### src/rtl/lsu_pkg.sv
// Shared types and decode helpers for the load/store alignment unit.
package lsu_pkg;

  typedef enum logic [1:0] {IDLE, ACCESS, LWAIT, RESP} state_t;

  localparam logic [2:0] F3_B  = 3'b000;
  localparam logic [2:0] F3_H  = 3'b001;
  localparam logic [2:0] F3_W  = 3'b010;
  localparam logic [2:0] F3_BU = 3'b100;
  localparam logic [2:0] F3_HU = 3'b101;

  function automatic logic [3:0] be_of(input logic [2:0] funct3, input logic [1:0] off);
    case (funct3)
      F3_B, F3_BU: be_of = 4'b0001 << off;
      F3_H, F3_HU: be_of = 4'b0011 << off;
      F3_W:        be_of = 4'b1111;
      default:     be_of = '0;
    endcase
  endfunction

  function automatic logic misaligned(input logic [2:0] funct3, input logic [1:0] off);
    case (funct3)
      F3_H, F3_HU: misaligned = off[0];
      F3_W:        misaligned = (off != 2'b00);
      default:     misaligned = 1'b0;
    endcase
  endfunction

  // Unsigned sub-word forms only exist for loads.
  function automatic logic illegal(input logic [2:0] funct3, input logic we);
    case (funct3)
      F3_B, F3_H, F3_W: illegal = 1'b0;
      F3_BU, F3_HU:     illegal = we;
      default:          illegal = 1'b1;
    endcase
  endfunction

endpackage

### src/rtl/lsu_load_extract.sv
// Combinational lane select and sign/zero extension of a memory read word.
module lsu_load_extract
  import lsu_pkg::*;
#(
  parameter int DATA_W = 32
) (
  input  logic [DATA_W-1:0] rdata,
  input  logic [1:0]        off,
  input  logic [2:0]        funct3,
  output logic [DATA_W-1:0] ext
);

  logic [DATA_W-1:0] shifted;

  always_comb begin
    shifted = rdata >> {off, 3'b000};
    ext     = '0;
    case (funct3)
      F3_B:  ext = {{(DATA_W-8){shifted[7]}}, shifted[7:0]};
      F3_BU: ext = {{(DATA_W-8){1'b0}}, shifted[7:0]};
      F3_H:  ext = {{(DATA_W-16){shifted[15]}}, shifted[15:0]};
      F3_HU: ext = {{(DATA_W-16){1'b0}}, shifted[15:0]};
      F3_W:  ext = shifted;
      default: ext = '0;
    endcase
  end

endmodule

### src/rtl/lsu_align.sv
// Load/store alignment unit: one request at a time between EX/MEM and a
// word-organised data memory with one-cycle read latency.
module lsu_align
  import lsu_pkg::*;
#(
  parameter int DM_ADDRESS = 9,
  parameter int DATA_W     = 32
) (
  input  logic                  clk,
  input  logic                  rst_n,
  input  logic                  req_valid,
  output logic                  req_ready,
  input  logic                  req_we,
  input  logic [DM_ADDRESS-1:0] req_addr,
  input  logic [2:0]            req_funct3,
  input  logic [DATA_W-1:0]     req_wdata,
  output logic                  rsp_valid,
  input  logic                  rsp_ready,
  output logic [DATA_W-1:0]     rsp_rdata,
  output logic                  rsp_err,
  output logic [DM_ADDRESS-1:0] mem_addr,
  output logic                  mem_re,
  output logic                  mem_we,
  output logic [3:0]            mem_be,
  output logic [DATA_W-1:0]     mem_wdata,
  input  logic [DATA_W-1:0]     mem_rdata
);

  state_t            state;
  logic              we_q;
  logic [1:0]        off_q;
  logic [2:0]        f3_q;
  logic [1:0]        req_off;
  logic              req_bad;
  logic [DATA_W-1:0] load_ext;

  assign req_off   = req_addr[1:0];
  assign req_bad   = illegal(req_funct3, req_we) || misaligned(req_funct3, req_off);
  assign req_ready = (state == IDLE);

  lsu_load_extract #(.DATA_W(DATA_W)) u_extract (
    .rdata  (mem_rdata),
    .off    (off_q),
    .funct3 (f3_q),
    .ext    (load_ext)
  );

  // Memory strobes are computed at the accept edge so they are registered
  // outputs during the single ACCESS cycle.
  always_ff @(posedge clk or negedge rst_n) begin
    if (!rst_n) begin
      state     <= IDLE;
      we_q      <= 1'b0;
      off_q     <= '0;
      f3_q      <= '0;
      rsp_valid <= 1'b0;
      rsp_err   <= 1'b0;
      rsp_rdata <= '0;
      mem_addr  <= '0;
      mem_re    <= 1'b0;
      mem_we    <= 1'b0;
      mem_be    <= '0;
      mem_wdata <= '0;
    end else begin
      case (state)
        IDLE: begin
          if (req_valid) begin
            we_q  <= req_we;
            off_q <= req_off;
            f3_q  <= req_funct3;
            if (req_bad) begin
              state     <= RESP;
              rsp_valid <= 1'b1;
              rsp_err   <= 1'b1;
              rsp_rdata <= '0;
            end else begin
              state     <= ACCESS;
              mem_addr  <= {req_addr[DM_ADDRESS-1:2], 2'b00};
              mem_we    <= req_we;
              mem_re    <= !req_we;
              mem_be    <= req_we ? be_of(req_funct3, req_off) : 4'b0000;
              mem_wdata <= req_we ? (req_wdata << {req_off, 3'b000}) : '0;
            end
          end
        end
        ACCESS: begin
          mem_addr  <= '0;
          mem_re    <= 1'b0;
          mem_we    <= 1'b0;
          mem_be    <= '0;
          mem_wdata <= '0;
          if (we_q) begin
            state     <= RESP;
            rsp_valid <= 1'b1;
            rsp_err   <= 1'b0;
            rsp_rdata <= '0;
          end else begin
            state <= LWAIT;
          end
        end
        LWAIT: begin
          state     <= RESP;
          rsp_valid <= 1'b1;
          rsp_err   <= 1'b0;
          rsp_rdata <= load_ext;
        end
        RESP: begin
          if (rsp_ready) begin
            state     <= IDLE;
            rsp_valid <= 1'b0;
            rsp_err   <= 1'b0;
            rsp_rdata <= '0;
          end
        end
        default: state <= IDLE;
      endcase
    end
  end

endmodule

### config.mk
export PLATFORM = sky130hd
export DESIGN_NAME = lsu_align
export DESIGN_NICKNAME = d
export VERILOG_FILES = /design/src/rtl/lsu_pkg.sv /design/src/rtl/lsu_load_extract.sv /design/src/rtl/lsu_align.sv
export SDC_FILE = /design/constraint.sdc
export NUM_CORES = 1
export LEC_CHECK = 0
export CORE_MARGIN = 3
export CORE_UTILIZATION = 60
export DETAILED_ROUTE_END_ITERATION = 7
export DONT_BUFFER_PORTS = 1
export PLACE_DENSITY = 0.79
export SYNTH_ARGS = -nofsm -noshare
export SYNTH_HDL_FRONTEND = slang
export SYNTH_SLANG_ARGS = --single-unit
### constraint.sdc
create_clock -name clk -period 1.9 [get_ports clk]
set_input_delay 0.19 -clock clk [delete_from_list [all_inputs] [get_ports clk]]
set_output_delay 0.19 -clock clk [all_outputs]
set_load 0.01 [all_outputs]
# Yosys cells after proc, flatten, opt, wreduce, memory -nomap -nowiden

Index checks and enable logic that the tools add are counted.

Word-level logic and storage cells: 85
Flip-flop bits (word level): 89
Output and inout port bits: 82

Equal/unequal tests: 16
Muxes and demuxes: 38
Shifts and indexed selects: 4
Reduce and logical (&&, ||, !) cells: 15

Operators by type and width:

| kind                                                            | number |
|---|---|
| 32-bit two-way mux                                              | 7 |
| 32-bit one-hot mux with 5 select lines                          | 1 |
| 32-bit one-hot mux with 4 select lines                          | 1 |
| 32-bit one-hot mux with 2 select lines                          | 1 |
| 32-bit by 5-bit left shift with 32-bit output                   | 1 |
| 32-bit by 5-bit >> shifter with 32-bit output                   | 1 |
| 9-bit two-way mux                                               | 2 |
| 9-bit one-hot mux with 2 select lines                           | 1 |
| 3-bit == test, second input constant                            | 4 |
| 4-bit two-way mux                                               | 3 |
| 4-bit one-hot mux with 3 select lines                           | 1 |
| 1-bit two-way mux                                               | 10 |
| 2-bit inequality test, second input constant                    | 4 |
| 1-bit one-hot mux with 2 select lines                           | 4 |
| 1-bit one-hot mux with 4 select lines                           | 2 |
| 2-bit one-hot mux with 4 select lines                           | 1 |
| 4-bit one-hot mux with 2 select lines                           | 1 |
| 3-bit by 1-bit == test with 1-bit output, second input constant | 2 |
| 3-bit by 2-bit == test with 1-bit output, second input constant | 2 |
| 3-bit zero test                                                 | 2 |
| 2-bit two-way mux                                               | 3 |
| 2-bit OR reduction                                              | 3 |
| 2-bit == test, second input constant                            | 2 |
| 2-bit AND reduction                                             | 2 |
| other kinds (11)                                                | 12 |

# Depth between registers and ports, before layout

Gate-level depths: netlist (run 1).

Word-level depth: 7
Gate-level depth with buffers: 7

# By module

A second synthesis (run 1) with hierarchy kept.

Cell total of the unflattened synthesis: 546
Area total of the unflattened synthesis: 5122.4 um^2

By module, submodules not included:

| module           | sequential area each (um^2) | cells an instance | times used | area an instance (um^2) |
|---|---|---|---|---|
| lsu_align        | 2177.1                      | 431               | 1          | 4205.3 |
| lsu_load_extract | 0.0                         | 115               | 1          | 917.1 |

# Worst setup path after synthesis (run 1)

OpenSTA, ideal clock, no wires.

Path type: reg2reg
Start: reg state[0]
End: reg mem_re
Stages on the path, launching flop included: 7
Arrival time: 1.675 ns
Setup slack: 0.104 ns
Library setup time: 0.121 ns
Cells stage by stage: dfrtp_1 > inv_1 > ha_1 > nand2_1 > a2bb2oi_2 > buf_2 > a22o_1

Word-level cells in the longest chain between the ends: 3

Ends and longest elaborated chain:

| what                                                                                | line            | text |
|---|---|---|
| start, declared                                                                     | lsu_align.sv:29 | `state_t state;` |
| start signal, assigned                                                              | lsu_align.sv:52 | `state <= IDLE;` |
| start signal, assigned                                                              | lsu_align.sv:72 | `state <= RESP;` |
| start signal, assigned                                                              | lsu_align.sv:77 | `state <= ACCESS;` |
| 2-bit zero test *                                                                   | --              |  |
| via req_ready                                                                       | lsu_align.sv:12 | `output logic req_ready,` |
| 2-bit inequality test (no source line) / 2-bit nonzero test (equally long branches) | --              |  |
| 3-bit AND reduction (no source line)                                                | --              |  |
| end signal, assigned                                                                | lsu_align.sv:80 | `mem_re <= !req_we;` |
| end, declared                                                                       | lsu_align.sv:22 | `output logic mem_re,` |

Mark *: on every way through the listed nets, which the timed path passes. The rest lies on a longest branch.
A chain may end at the register's enable or synchronous reset.

# Final worst setup path (run 1)

Start: reg state[0]
End: reg mem_wdata[1]

Word-level cells in the longest chain between the ends: 3

Ends and longest elaborated chain:

| what                                                                                | line            | text |
|---|---|---|
| 2-bit zero test / 2-bit by 1-bit == test with 1-bit output (equally long branches)  | lsu_align.sv:65 | `case (state)` |
| 2-bit inequality test (no source line) / 2-bit nonzero test (equally long branches) | --              |  |
| 3-bit AND reduction (no source line)                                                | --              |  |
| end signal, assigned                                                                | lsu_align.sv:82 | `mem_wdata <= req_we ? (req_wdata << {req_off, 3'b000}) : '0;` |
| end, declared                                                                       | lsu_align.sv:25 | `output logic [DATA_W-1:0] mem_wdata,` |

Parallel ways exist; a longest one is shown, timed or not.

==> impl_results.md, run 1 <==
- Simple-Gate Fraction of Synth Area: 0.09364
- Largest family of logic cells by synthesized area: compound AO/OA/AOI/OAI gates
- Non-filler instance count after layout: around 530
- CP max FO: 8
- # DRC: 0
- Overall power: 7.170 mW
- Most frequent cells in the layout: dfrtp_1, a22o_1, nand2_1, mux2i_1, o2bb2ai_1
- Post-layout min period: 1784 ps
- Die ar.: about 8700 um2
- Failing checks: negative hold slack
- Startpoint types: flip-flop
- Crit path arrival time: 2090 ps
- CTS tree: built
- Design area: 5084 um2
- Sequential share of the synthesized area: 0.4792
- CTS Buf Count: 9
- Multi-input logic area: 2197 um2
- Leak: 2.312 nW
- Critical path's slowest cell: dfrtp_1
- Origin of the critical flop-to-flop path: state[0]$_DFFE_PN0P_
- Vias/cell: approximately 6.6
- IO Count: 163
- Post-synthesis average cell area: roughly 11 um2
- Die height: between 90 and 100 um
- Total number of vias: 3487
- Critical Path RT: roughly 2200 ps
- Placed Area: 4684 um2
- Share of layout cells above drive strength 1: 0.1362
- Top_reg_cell synth: dfrtp_1
- Clock transition at the registers of the reported paths: 100 ps
- Antenna viol nets, final: 0
- Layout Utilization: 0.6972
- Num rows: 31
- Placed cell count: between 400 and 500
- Post-Synth Adder-Cell Area: 0.01102
- Mux cell area share after synthesis: 0.09997
- CP max stage delay: between 400 and 500 ps
- Gr usage total: 0.2765
- Synth Area in Compound Gates: 0.2738
- Max frequency: 0.5605 GHz
- Crit path cell chain: buf_4 -> ha_1 -> nor2b_1 -> o2111a_2 -> nor3b_4 -> buf_4 -> a22o_1
- Outcome: finished with violations
- Synthesized cell area: 4543 um2
- Setup Skew: 11.28 ps
- Post-Route WL: around 12000 um
- Max-Cap Viols: 0
- Antenna diodes: 0
- Detailed Routing Iterations Pass 1: 4
- Reg area: roughly 2200 um2
- Post-synthesis register bit count: 87
- Period utilization: 0.9390
- Kind of critical path: reg -> reg
- Final Setup Violations: 0
- CP delay by family, top: compound AO/OA/AOI/OAI gates
- DP HPWL: 8194 um
- First-pass GRT wire length: 18750 um
- Synth top area share: 0.4792
- Setup Total Neg Slack: 0 ps
- Cells after Synth: ~400
- Critical Path Source: state[0]$_DFFE_PN0P_
- Area contributors post-synth: dfrtp_1, a22o_1, mux2i_1, o2bb2ai_1, a32o_1
- Nets: 506
- Initial Util: 0.6230
- Synth warnings: 0
- Xor and xnor fraction of the mapped netlist area: 0
- Distinct cell type count after synthesis: 44
- Commonest non-fill, non-tap cell in the layout: dfrtp_1
- Pwr per Cell Area: 1410 nW/um2
- # fillers: about 570
- Clk buf depth: 2
- R2r setup slk: 120 ps
- Horiz. Die Dim: 93.02 um
- WL per Instance: 22.57 um
- Layout area overhead: 11.90%
- Crit path top cell by count: buf_4
- Fin. Hold Viols: 87
- Critical Path Sink Type: flip-flop
- RSZ-0062 raised after global routing: false
- Max H-tree Level: 3
- Post-synth EDFFs: 0
- CP Buf/Inv Count: 2
- Routability congestion estimate: 0.8304
- Worst vdd ir: 0.0008843 V
- Asr flop ratio synth: 1.000
- Worst hold margin: -484.0 ps
- HP Class: in -> async
- Vias in the first global route: 3594
- Largest net degree at the start of global routing: 88
- Iteration-0 DRC count of the detailed router: roughly 130
- Area leader, netlist: dfrtp_1
- Clk root buf: clkbuf_8
- # clock sinks: 87
- CTS Hold Bufs: 20
- Core area: about 7300 um2
- Pins over their slew limit: 0
- Number of I/O port buffers: 0
- Worst-Skew Late Latency: 360 ps
- Grt ovf: 0
- Initial antenna violation count: 0
[sequential cells by signal (all words and copies together) (netlist names), 2 cells and up]
signal	count
rsp_rdata	32
mem_be	4
mem_addr	7
state	2
f3_q	3
off_q	2
mem_wdata	32
[where the power goes]
group	leakage, nW	switching [mW]	total, mW	internal [mW]
combinational	1.04	1.68	3.04	1.36
sequential	1.18	0.601	2.93	2.33
clock	0.0862	0.711	1.20	0.486
[logic make-up (layout without fill, tap and decap cells)]
logic type	Yosys count	after routing
AOI/OAI and AO/OA	152	152
DFF	87	87
and+or+nand+nor	77	77
muxes	43	43
buffers and inverters	39	61
adders and majority gates	4	4
other	1	2
[what timing repair did]
| item | in CTS | in global routing |
|---|---|---|
| setup endpoints to repair | 0 | 23 |
| buffers inserted | 0 | 2 |
| hold endpoints to repair | 107 | 87 |
| resized for setup | 0 | 1 |
[stage by stage]
stage	hold WS [ps]	worst slack, ps
floorplan	-105.6	104.3
global placement	-103.6	141.8
detailed placement	-103.8	50.70
CTS	-497.7	9.287
global route	-512.3	1.625
finish	-484.0	115.9
[cell usage after synthesis (2+ instances only)]
| master | count |
|---|---|
| nand2_1 | 33 |
| nor2b_1 | 20 |
| a211o_1 | 15 |
| a32o_1 | 15 |
| mux2i_1 | 33 |
| o31ai_1 | 2 |
| inv_1 | 5 |
| o22ai_1 | 9 |
| buf_4 | 4 |
| a22o_1 | 45 |
| nand2b_1 | 4 |
| buf_1 | 3 |
| a21o_1 | 2 |
| buf_2 | 22 |
| ha_1 | 4 |
| clkbuf_1 | 5 |
| o2bb2ai_1 | 30 |
| a21oi_1 | 12 |
| o21ai_0 | 14 |
| nor2_1 | 7 |
| dfrtp_1 | 87 |
| mux2_2 | 9 |
| nor3_2 | 2 |
[layer usage]
layer | global-route usage | part of all wire
met1 | 0.3438 | 0.40
met2 | 0.4295 | 0.47
met5 | 0 | 0
met3 | 0.1183 | 0.11
met4 | 0.1038 | 0.025
[final timing paths]
| check | to | cells after the start |
|---|---|---|
| max | mem_wdata[1]$_DFFE_PN0P_ | 7 |
| min | rsp_rdata[21]$_DFFE_PN0P_ | 0 |
| max reg2reg | mem_wdata[1]$_DFFE_PN0P_ | 7 |
| min reg2reg | we_q$_DFFE_PN0P_ | 2 |
| max in group asynchronous | mem_be[2]$_DFFE_PN0P_ | 0 |
| min in group clk | mem_wdata[10]$_DFFE_PN0P_ | 2 |
[cell type report]
| type | instances | area share |
|---|---|---|
| Tap cell | 99 | 0.02437 |
| Clock buffer | 9 | 0.02437 |
| Multi-Input combinational cell | 278 | 0.4322 |
| Timing Repair Buffer | 40 | 0.07630 |
| Sequential cell | 87 | 0.4283 |
| Inverter | 5 | 0.003692 |
| Clock inverter | 7 | 0.01083 |
(Power assumes the default switching activity.)
==> run 2: changes to the inputs <==
--- a/config.mk
+++ b/config.mk
@@ -10,6 +10,7 @@
 export DETAILED_ROUTE_END_ITERATION = 7
 export DONT_BUFFER_PORTS = 1
 export PLACE_DENSITY = 0.79
+export SETUP_SLACK_MARGIN = 0.5
 export SYNTH_ARGS = -nofsm -noshare
 export SYNTH_HDL_FRONTEND = slang
 export SYNTH_SLANG_ARGS = --single-unit
==> impl_results.md, run 2 (synthesized netlist as in run 1, its figures left out) <==
- Outcome: finished with violations
- Failing checks: negative hold slack
- Worst Max-Slew Pin Slew: approximately 670 ps
- Setup Skew: 14.05 ps (+2.772 ps)
- Clock transition at the registers of the reported paths: 100 ps (about the same)
- Met1 WL: 4926 um (+4.2%)
- Gr usage total: 0.2816 (+0.005107)
- HP Class: in -> async
- Uppermost layer routed: met4
- Sw frac: 0.4064 (-0.01108)
- CTS tree: built
- Seq pwr share: 0.352 (-0.057)
- Pins over their slew limit: 0 (unchanged)
- Layout Utilization: 0.7618 (+0.06469)
- Vias/cell: 6.764 (+1.8%)
- Leak: 2.493 nW (+7.9%)
- Clock group share of total power: 0.178 (+0.011)
- Startpoint types: flip-flop
- Antenna diodes: 0 (unchanged)
- DP HPWL: 8517 um (+3.9%)
- CP Buf/Inv Count: 2 (unchanged)
- CP max stage delay: 450 ps (+30 ps)
- Max-Cap Viols: 0 (unchanged)
- Horiz. Die Dim: 93.02 um (unchanged)
- Critical Path Sink Type: flip-flop
- Overall power: 8.451 mW (+18%)
- Num rows: 31 (unchanged)
- Routability congestion estimate: 0.8296 (about the same)
- Core area: 7292 um2 (unchanged)
- Die height: 93.02 um (unchanged)
- Fin. Hold Viols: 87 (unchanged)
- Critical Path RT: 2160 ps (-40 ps)
- Crit path cell chain: inv_2 -> ha_4 -> nand2b_4 -> and3_4 -> o21ai_4 -> buf_12 -> a22o_1
- WL per Instance: 24.13 um (+6.9%)
- Final Setup Violations: 0 (unchanged)
- Share of layout cells above drive strength 1: 0.2568 (+0.1207)
- Total number of vias: 3646 (+4.6%)
- CP max FO: 17 (+9)
- Initial antenna violation count: 0 (unchanged)
- Critical path's slowest cell: dfrtp_2
- Iteration-0 DRC count of the detailed router: 211 (+69%)
- Die ar.: 8652 um2 (unchanged)
- Switching pwr: 3.434 mW (+15%)
- CP delay by family, top: flip-flops
- CTS Buf Count: 9 (unchanged)
- Period utilization: 0.8811 (-0.05790)
- Vias in the first global route: 3493 (-2.8%)
- Worst vdd ir: 0.0007971 V (-9.9%)
- Crit path arrival time: 1930 ps (-160 ps)
- IO Count: 163 (unchanged)
- Detailed Routing Iterations Pass 1: 4 (unchanged)
- Worst hold margin: -486.1 ps (-2.103 ps)
- Clk buf depth: 2 (unchanged)
- Kind of critical path: reg -> reg
- Slew HR: 0.5539
- Post-Route WL: 13010 um (+9.8%)
- Post-layout min period: 1674 ps (-110.0 ps)
- Routed wl met2: 6426 um (+15%)
- Pwr per Cell Area: 1521 nW/um2 (+7.9%)
- Max frequency: 0.5973 GHz (+6.6%)
- Nets: 520 (+2.8%)
- Most frequent cells in the layout: dfrtp_1, a22o_1, mux2i_1, nand2_1, o2bb2ai_1
- Setup Total Neg Slack: 0 ps (unchanged)
- Initial Util: 0.6230 (unchanged)
- Clk root buf: clkbuf_8
- # clock sinks: 87 (unchanged)
- # DRC: 0 (unchanged)
- First-pass GRT wire length: 18920 um (+0.92%)
- Internal power: 5.017 mW (+20%)
- Met3 wire length: 1331 um (+6.9%)
- Layout area overhead: 22.28%
- Comb pwr share: 0.470 (+0.046)
- Max H-tree Level: 3 (unchanged)
- Number of I/O port buffers: 0 (unchanged)
- Antenna viol nets, final: 0 (unchanged)
- CTS Hold Bufs: 19 (-5.0%)
- Worst-Skew Late Latency: 360 ps (about the same)
- Largest net degree at the start of global routing: 88 (unchanged)
- Top flop regs: mem_wdata (32), rsp_rdata (32), mem_addr (7)
- RSZ-0062 raised after global routing: true
- Commonest non-fill, non-tap cell in the layout: dfrtp_1
- Grt ovf: 0 (unchanged)
[run 2: cell count changes in the layout (fill, tap and decap cells not counted), moves of 4 or more]
cell,delta
dfrtp_2,+4
o2bb2ai_1,-9
o2bb2ai_2,+9
dfrtp_1,-4
a21oi_2,+9
buf_6,+9
a21oi_1,-9
[run 2: worst paths after layout]
check / to / startpoint / slack [ps] / depth (start not counted)
max in group asynchronous: state[1]$_DFFE_PN0P_ / rst_n / 2240 / 0
worst max-delay path: rsp_rdata[30]$_DFFE_PN0P_ / state[0]$_DFFE_PN0P_ / 230 / 7
worst max register to register: rsp_rdata[30]$_DFFE_PN0P_ / state[0]$_DFFE_PN0P_ / 230 / 7
min in group clk: we_q$_DFFE_PN0P_ / req_we / 10 / 2
worst min register to register: we_q$_DFFE_PN0P_ / we_q$_DFFE_PN0P_ / 540 / 2
worst min-delay path: rsp_rdata[6]$_DFFE_PN0P_ / rst_n / -490 / 0
[run 2: final cells by class]
class | count | area [um2]
fillers | 506 | 1737
clock buffers | 10 | 137.6
flip-flops and latches | 87 | 2182
well taps | 99 | 123.9
repair buffers | 54 | 584.3
clock inverters | 6 | 90.09
inverters | 5 | 18.77
multi-input cells | 278 | 2419
[run 2: per-stage QoR]
stage	area, um2	instances	setup slack (ps)
after global routing	5555	539	181.6
after detailed placement	4828	482	87.54
after CTS	5378	525	245.0
after global placement	4828	482	203.2
final	5555	539	225.9
after floorplan	4810	404	341.3
[run 2: metal layers]
metal / track usage / vias up
met5: 0 / -
met4: 0.1160 / 0
met3: 0.09493 / 26
met2: 0.4571 / 187
met1: 0.3453 / 1835
li1: - / 1598
[run 2: power groups by stage]
stage	clock [mW]	sequential, mW	combinational [mW]
global placement	0	2.98	3.18
finish	1.50	2.98	3.97
floorplan	0	2.84	2.90
CTS	1.51	2.97	3.50
detailed placement	0	3.00	3.29
global route	1.59	3.04	4.23
[run 2: worst reg2reg max path: stages, from the launching register on]
cell	delay (ps)
dfrtp_2	450
inv_2	80
ha_4	220
nand2b_4	110
and3_4	210
o21ai_4	90
buf_12	180
a22o_1	240
[run 2: repair_timing]
action	CTS	global route
hold endpoints to repair	106	87
gates resized for setup	12	9
setup buffers	8	10
pin swaps	9	5
gates cloned	0	4
endpoints found under the setup margin	79	85
==> run 3: changes to the inputs <==
--- a/config.mk
+++ b/config.mk
@@ -10,6 +10,7 @@
 export DETAILED_ROUTE_END_ITERATION = 7
 export DONT_BUFFER_PORTS = 1
 export PLACE_DENSITY = 0.79
+export RECOVER_POWER = 50
 export SETUP_SLACK_MARGIN = 0.5
 export SYNTH_ARGS = -nofsm -noshare
 export SYNTH_HDL_FRONTEND = slang
==> constraint.sdc (replaced) <==
create_clock -name clk -period 1.55 [get_ports clk]
set_input_delay 0.155 -clock clk [delete_from_list [all_inputs] [get_ports clk]]
set_output_delay 0.155 -clock clk [all_outputs]
set_load 0.01 [all_outputs]
==> impl_results.md, run 3 (synthesized netlist as in run 1, its figures left out) <==
- # fillers: 388 (-23%)
- Vias in the first global route: 3960 (+13%)
- Post-layout min period: 1847 ps (+172.6 ps)
- Final WS setup: -296.7 ps (-522.6 ps)
- Critical Path Source: state[1]$_DFFE_PN0P_
- Worst hold margin: -521.0 ps (-34.81 ps)
- Total number of vias: 4031 (+11%)
- DP HPWL: 8594 um (+0.90%)
- Clk root buf: clkbuf_8
- CTS Buf Count: 9 (unchanged)
- First-pass GRT wire length: 20930 um (+11%)
- Startpoint types: flip-flop
- Share of layout cells above drive strength 1: 0.3168 (+0.05995)
- Largest net degree at the start of global routing: 88 (unchanged)
- Crit path top cell by count: buf_6
- CP max FO: 5 (-12)
- Worst vdd ir: 0.001074 V (+35%)
- Crit path cell chain: inv_2 -> ha_4 -> buf_6 -> nor2b_1 -> o2111a_2 -> nor3b_4 -> buf_6 -> a22o_1
- Switching pwr: 5.075 mW (+48%)
- Nets: 563 (+8.3%)
- Outcome: finished with violations
- HP Class: in -> async
- Vias/cell: 6.926 (+2.4%)
- Max-Cap Viols: 0 (unchanged)
- Clock transition at the registers of the reported paths: 100 ps (about the same)
- Internal power: 7.134 mW (+42%)
- Die height: 93.02 um (unchanged)
- Critical Path RT: 1860 ps (-300 ps)
- Initial antenna violation count: 0 (unchanged)
- Clk buf depth: 2 (unchanged)
- Routability congestion estimate: 0.8277 (-0.23%)
- Crit path arrival time: 2150 ps (+220 ps)
- Reg area: 2180 um2 (-0.11%)
- Critical Path Sink Type: flip-flop
- Post-Route WL: 15690 um (+21%)
- Period utilization: 1.191 (+0.3103)
- Critical path's slowest cell: dfrtp_1
- Clock group share of total power: 0.127 (-0.051)
- Worst-Skew Late Latency: 360 ps (about the same)
- Origin of the critical flop-to-flop path: state[1]$_DFFE_PN0P_
- Top flop regs: mem_wdata (32), rsp_rdata (32), mem_addr (7)
- Layout area overhead: 36.60%
- Commonest non-fill, non-tap cell in the layout: dfrtp_1
- R2r setup slk: -300 ps (-520 ps)
- Max frequency: 0.5415 GHz (-9.3%)
- FF-to-FF path depth: 8 (+1)
- Gr usage total: 0.3133 (+0.03173)
- Fin. Hold Viols: 87 (unchanged)
- Num rows: 31 (unchanged)
- Kind of critical path: reg -> reg
- Overall power: 12.21 mW (+44%)
- Sw frac: 0.4157 (+0.009338)
- Grt ovf: 0 (unchanged)
- CTS Hold Bufs: 25 (+6)
- Antenna diodes: 0 (unchanged)
- Seq pwr share: 0.301 (-0.051)
- Failing checks: negative hold slack, negative setup slack
- Pins over their slew limit: 0 (unchanged)
- Pwr per Cell Area: 1967 nW/um2 (+29%)
- CP Capture Point: mem_wdata[5]$_DFFE_PN0P_
- Multi-input logic area: 2542 um2 (+5.1%)
- Initial Util: 0.6230 (unchanged)
- Leak: 2.783 nW (+12%)
- Horiz. Die Dim: 93.02 um (unchanged)
- Max H-tree Level: 3 (unchanged)
- Die ar.: 8652 um2 (unchanged)
- Number of I/O port buffers: 0 (unchanged)
- Final Setup Violations: 86 (+86)
- # clock sinks: 87 (unchanged)
- Most frequent cells in the layout: dfrtp_1, a22o_1, mux2i_1, buf_4, nand2_1
- Comb pwr share: 0.572 (+0.102)
- CTS tree: built
- # DRC: 0 (unchanged)
- CP max stage delay: 440 ps (about the same)
- Iteration-0 DRC count of the detailed router: 250 (+18%)
- IO Count: 163 (unchanged)
- Antenna viol nets, final: 0 (unchanged)
- Setup Skew: 15.96 ps (+1.914 ps)
- Reg2reg end: mem_wdata[5]$_DFFE_PN0P_
- Detailed Routing Iterations Pass 1: 4 (unchanged)
- RSZ-0062 raised after global routing: true
- Core area: 7292 um2 (unchanged)
- WL per Instance: 26.96 um (+12%)
[run 3: cell types whose count changed in the layout (fill, tap and decap cells not counted), moves of 3 or more]
cell | previous run | this run
nand2_2 | 0 | 3
nand2_1 | 31 | 28
clkbuf_16 | 2 | 7
dlygate4sd3_1 | 19 | 25
buf_4 | 19 | 30
buf_12 | 5 | 11
buf_6 | 9 | 17
o2bb2ai_2 | 9 | 6
buf_8 | 0 | 6
a21oi_4 | 0 | 3
[run 3: layout make-up]
type                    count  area share
multi-input cells         279      0.4097
well taps                  99     0.01996
clock inverters             6    0.008266
repair buffers             96      0.1857
inverters                   5    0.003024
clock buffers              10     0.02218
flip-flops and latches     87      0.3512
[run 3: power by group through the flow]
stage	Sequential (mW)	Clock, mW	Combinational (mW)
detailed placement	3.64	0	4.70
global placement	3.63	0	4.57
CTS	3.61	1.54	5.56
global route	3.74	1.66	7.33
floorplan	3.49	0	3.62
finish	3.67	1.55	6.99
[run 3: worst min path at each step]
stage	from	endpoint	slack [ps]	cells past startpoint
2_1_floorplan	rst_n	f3_q[0]$_DFFE_PN0P_	-140	0
4_1_cts	rst_n	mem_wdata[6]$_DFFE_PN0P_	-530	0
5_1_grt	rst_n	rsp_rdata[1]$_DFFE_PN0P_	-550	0
6_report	rst_n	rsp_rdata[1]$_DFFE_PN0P_	-520	0
3_3_place_gp	rst_n	rsp_rdata[12]$_DFFE_PN0P_	-140	0
3_5_place_dp	rst_n	rsp_rdata[12]$_DFFE_PN0P_	-140	0
[run 3: critical path: cells and delay by family, from the launching register on]
family                   cells  cell delay, ps
flip-flops                   1             440
AO/OA/AOI/OAI                2             410
AND/OR/NAND/NOR              2             380
buffers and inverters        3             370
adder cells (fa/ha/maj)      1             190
[run 3: routing by layer]
metal  up-vias  part of all wire  GRT usage
li1       1698                 -          -
met1      2008              0.34     0.3752
met2       267              0.52     0.5327
met3        58             0.099    0.09252
met4         0             0.041     0.1209
met5         -                 0          0
[run 3: what timing repair did]
item	4_1_cts	5_1_grt
cloned	3	8
endpoints found under the setup margin	88	88
endpoints found under the hold margin	113	87
pin swaps	18	35
gates resized for setup	29	31
buffers inserted	10	11
[run 3: metrics by stage]
| stage | setup WS [ps] | cell area, um2 | util | std cells | TNS (ps) |
|---|---|---|---|---|---|
| after floorplan | -8.713 | 4848 | - | 404 | -61.67 |
| after global placement | -358.7 | 5087 | 0.6977 | 509 | -13360 |
| after detailed placement | -422.1 | 5087 | 0.6977 | 509 | -16500 |
| after CTS | -155.5 | 5784 | 0.7932 | 563 | -8451 |
| after global routing | -428.2 | 6206 | 0.8511 | 582 | -23660 |
| final | -296.7 | 6206 | 0.8511 | 582 | -18350 |
